==> src/rtl/vc_fifo.sv <==
// Per-virtual-channel input FIFO feeding one port of the output mux.
// Registered read word with a one-cycle valid pulse, occupancy flags and a sticky overflow error.
module vc_fifo #(
  parameter int DATA_WIDTH = 10,
  parameter int DEPTH      = 8,
  parameter int ADDR_WIDTH = 3,
  parameter int AF_THRESH  = 6,
  parameter int AE_THRESH  = 2
) (
  input  logic                  clk,
  input  logic                  reset,
  input  logic                  push,
  input  logic [DATA_WIDTH-1:0] data_in,
  input  logic                  pop,
  output logic [DATA_WIDTH-1:0] data_out,
  output logic                  valid_out,
  output logic                  full,
  output logic                  empty,
  output logic                  almost_full,
  output logic                  almost_empty,
  output logic [ADDR_WIDTH:0]   count,
  output logic                  overflow
);

  localparam logic [ADDR_WIDTH:0] DEPTH_C = (ADDR_WIDTH+1)'(DEPTH);
  localparam logic [ADDR_WIDTH:0] AF_C    = (ADDR_WIDTH+1)'(AF_THRESH);
  localparam logic [ADDR_WIDTH:0] AE_C    = (ADDR_WIDTH+1)'(AE_THRESH);

  logic [DATA_WIDTH-1:0] mem [DEPTH];
  logic [ADDR_WIDTH-1:0] wr_ptr, rd_ptr;
  logic                  do_push, do_pop;

  assign full         = (count == DEPTH_C);
  assign empty        = (count == '0);
  assign almost_full  = (count >= AF_C);
  assign almost_empty = (count <= AE_C);

  // A pop on the same edge frees the slot, so a full FIFO still accepts the push.
  assign do_pop  = pop && !empty;
  assign do_push = push && (!full || pop);

  // Storage carries no reset; its contents are never observed before being written.
  always_ff @(posedge clk) begin
    if (do_push) mem[wr_ptr] <= data_in;
  end

  always_ff @(posedge clk or negedge reset) begin
    if (!reset) begin
      wr_ptr    <= '0;
      rd_ptr    <= '0;
      count     <= '0;
      data_out  <= '0;
      valid_out <= 1'b0;
      overflow  <= 1'b0;
    end else begin
      valid_out <= do_pop;
      if (do_pop) begin
        data_out <= mem[rd_ptr];
        rd_ptr   <= rd_ptr + ADDR_WIDTH'(1);
      end
      if (do_push) wr_ptr <= wr_ptr + ADDR_WIDTH'(1);
      if (push && full && !pop) overflow <= 1'b1;
      case ({do_push, do_pop})
        2'b10:   count <= count + (ADDR_WIDTH+1)'(1);
        2'b01:   count <= count - (ADDR_WIDTH+1)'(1);
        default: count <= count;
      endcase
    end
  end

endmodule

==> config.mk <==
export PLATFORM = sky130hd
export DESIGN_NAME = vc_fifo
export DESIGN_NICKNAME = d
export VERILOG_FILES = /design/src/rtl/vc_fifo.sv
export SDC_FILE = /design/constraint.sdc
export NUM_CORES = 1
export LEC_CHECK = 0
export ABC_AREA = 0
export CORE_MARGIN = 2
export CORE_UTILIZATION = 30
export DETAILED_ROUTE_END_ITERATION = 12
export GPL_TIMING_DRIVEN = 0
export SLEW_MARGIN = 20
export SYNTH_ARGS = -nofsm -noshare
export SYNTH_HDL_FRONTEND = slang
export SYNTH_SLANG_ARGS = --single-unit
==> constraint.sdc <==
create_clock -name clk -period 3.2 [get_ports clk]
set_clock_uncertainty 0.05 [all_clocks]
set_input_delay 0.64 -clock clk [delete_from_list [all_inputs] [get_ports clk]]
set_output_delay 0.64 -clock clk [all_outputs]
set_load 0.02 [all_outputs]
==> impl_metrics.toml <==
[outcome]
status = "finished clean"

[floorplanning]
core_um2 = 13700
rows = 43
initial_core_util = 0.303
dieArea_um2 = 14800
pin_count = 34
die_h_um = 122
die_x_um = 122

[sta]
final_max_slew_viol_count = 0
hold_viol_final = 0
relSlewSlack = 0.430
rsz0062_at_grt = "no"
worst_slew_pin_slew_ps = 851
tns_ps = 0
max_freq_mhz = 353
setup_ws_ps = 369
fin_crit_ps = 2830
timing.hold.ws_ps = 207
fin_crit_sh = 0.885
finalSetupViolCount = 0

[clocking]
numCtsBuffers = 9
post_cts_buffers = 0
htree_levels = 3
cts.path.max_buffers = 2
path_clk_slew_ps = 70
cts_tree = "built"
cts.sinks = 102
clk_latency_ps = 340
root_buffer = "clkbuf_16"
hold_buffers = 0
postCtsResizedCells = 0

[power]
power_mw = 4.68
ir_drop_mv = 0.322
p_leak_nw = 1.81
power_density_nw_per_um2 = 924

[logic_synthesis]
ys_warn_count = 0
syn_area_per_cell_um2 = 16.0
syn-num-nets = 280
synth_area_um2 = 4160
synth-seq-area-share = 0.710
async_flop_share = 0.216
synth_top_cell_by_area = "edfxtp_1"
synth_edf_count = 80
yosys.area.top_type_share = 0.578
synth_seq_cells = 102
synth.most_common_cell = "edfxtp_1"
synth_common_cells = "edfxtp_1 (80), dfrtp_1 (22), nand2_1 (22)"
ys.flop_type = "edfxtp_1"
yosys-top-cells-area = "edfxtp_1 (58%), dfrtp_1 (13%), mux2_2 (5.4%), mux2i_1 (5.1%), a221o_1 (2.4%)"
postSynthCellCount = 260
ys_types = 36

[detailed_routing]
drt_iter0_drc = 265
wl_per_cell_um = 16.3
via_per_inst = 4.64
ant_nets = 0
totalWireLength_um = 8030
drc = 0
dr.pass1.iters = 4
num_vias = 2290

[setup_path]
r2r-end = "count[3]"
crit_type = "reg -> reg"
rrSetupSlack_ps = 370
reg2reg_depth = 9
worstPathRequired_ps = 3380
timing.rr.start = "count[0]"
arrival_ps = 3020
worstPathMaxFanout = 8
endpoint = "count[3]"
critPathLaunch = "count[0]"
start_kind = "flop"
critPathCaptureType = "flop"

[placement]
place_area_um2 = 4770
dpl.cell_count = 478
io_buffers = 33
dp_hpwl_um = 5410
place_ws_ps = 235
finalWeightedCongestion = 0.759

[final_layout]
antennaDiodeCount = 0
final_core_util = 0.369
final_area_um2 = 5060
num-fill-cells = 1281
fin_nets = 329
areaGrowthSynthToFinish_pct = 21.9
final_cells = 494
drive_above_1_share = 0.204

[grt]
overflow = 0
antenna_found_initial = 0
grt_max_degree = 23
grt_pass1_wl_um = 12600
grt_pass1_vias = 2222
grtUsageTotal = 0.116

[min_path]
min_path_type = "in -> async"

[job]
max_cap_viol_count = 0
[cells by family (layout without fill, tap and decap cells)]
group | after synthesis | count (layout) | synth area share
flops | 102 | 102 | 0.710
buf+inv | 20 | 74 | 0.0286
xor+xnor | 6 | 6 | 0.0126
compound gates | 40 | 40 | 0.0710
mux | 41 | 41 | 0.105
simple gates | 45 | 45 | 0.0527
fa+ha+maj | 6 | 6 | 0.0199
[per-layer routing]
layer  GRT usage  up-vias  part of all wire
met2       0.182       66              0.47
met4      0.0424        0             0.010
li1            -     1087                 -
met5           0        -                 0
met3      0.0276        6             0.051
met1       0.157     1131              0.47
[critical path, stage by stage (launching register included)]
cell and delay (ps):
dfrtp_1 390, buf_6 140, or4b_4 550, o21a_4 240, clkinv_4 90, ha_1 310, ha_1 290, a21oi_1 230
o21ai_0 140, o311ai_0 310
[layout by cell type (no fill, tap or decap), types with 9 or more instances in the layout]
cell             instances
edfxtp_1                80
clkdlybuf4s50_1         32
nand2_1                 22
dfrtp_1                 22
mux2i_1                 21
mux2_2                  20
o22ai_1                 10
a221o_1                 10
o21ai_1                  9
clkbuf_16                9
[worst min path at each step]
stage,to,slack [ps],depth (start not counted)
4_1_cts,overflow,420,1
3_3_place_gp,overflow,400,1
3_5_place_dp,overflow,400,1
5_1_grt,wr_ptr[2],250,1
6_report,count[1],210,1
2_1_floorplan,count[0],290,0
[area by class of cell]
cell class	count	area, um^2	area share
clock inverter	7	63.8	0.0126
sequential	102	2950	0.583
tap	180	225	0.0445
multi-input combinational	138	1120	0.221
clock buffer	9	225	0.0445
buffer	12	83.8	0.0166
inverter	8	35.0	0.00692
timing repair buffer	38	360	0.0711
[report_power, final]
| group | leakage (nW) | total (mW) | internal [mW] | switching [mW] |
|---|---|---|---|---|
| clock | 0.141 | 1.04 | 0.545 | 0.495 |
| sequential | 0.988 | 1.89 | 1.72 | 0.166 |
| combinational | 0.683 | 1.75 | 0.791 | 0.958 |
[state kept, by name (all words and copies together) (netlist names)]
name,cells
count,4
data_out,10
mem,80
overflow,1
rd_ptr,3
valid_out,1
wr_ptr,3
Power figures use the tool's default switching activity.
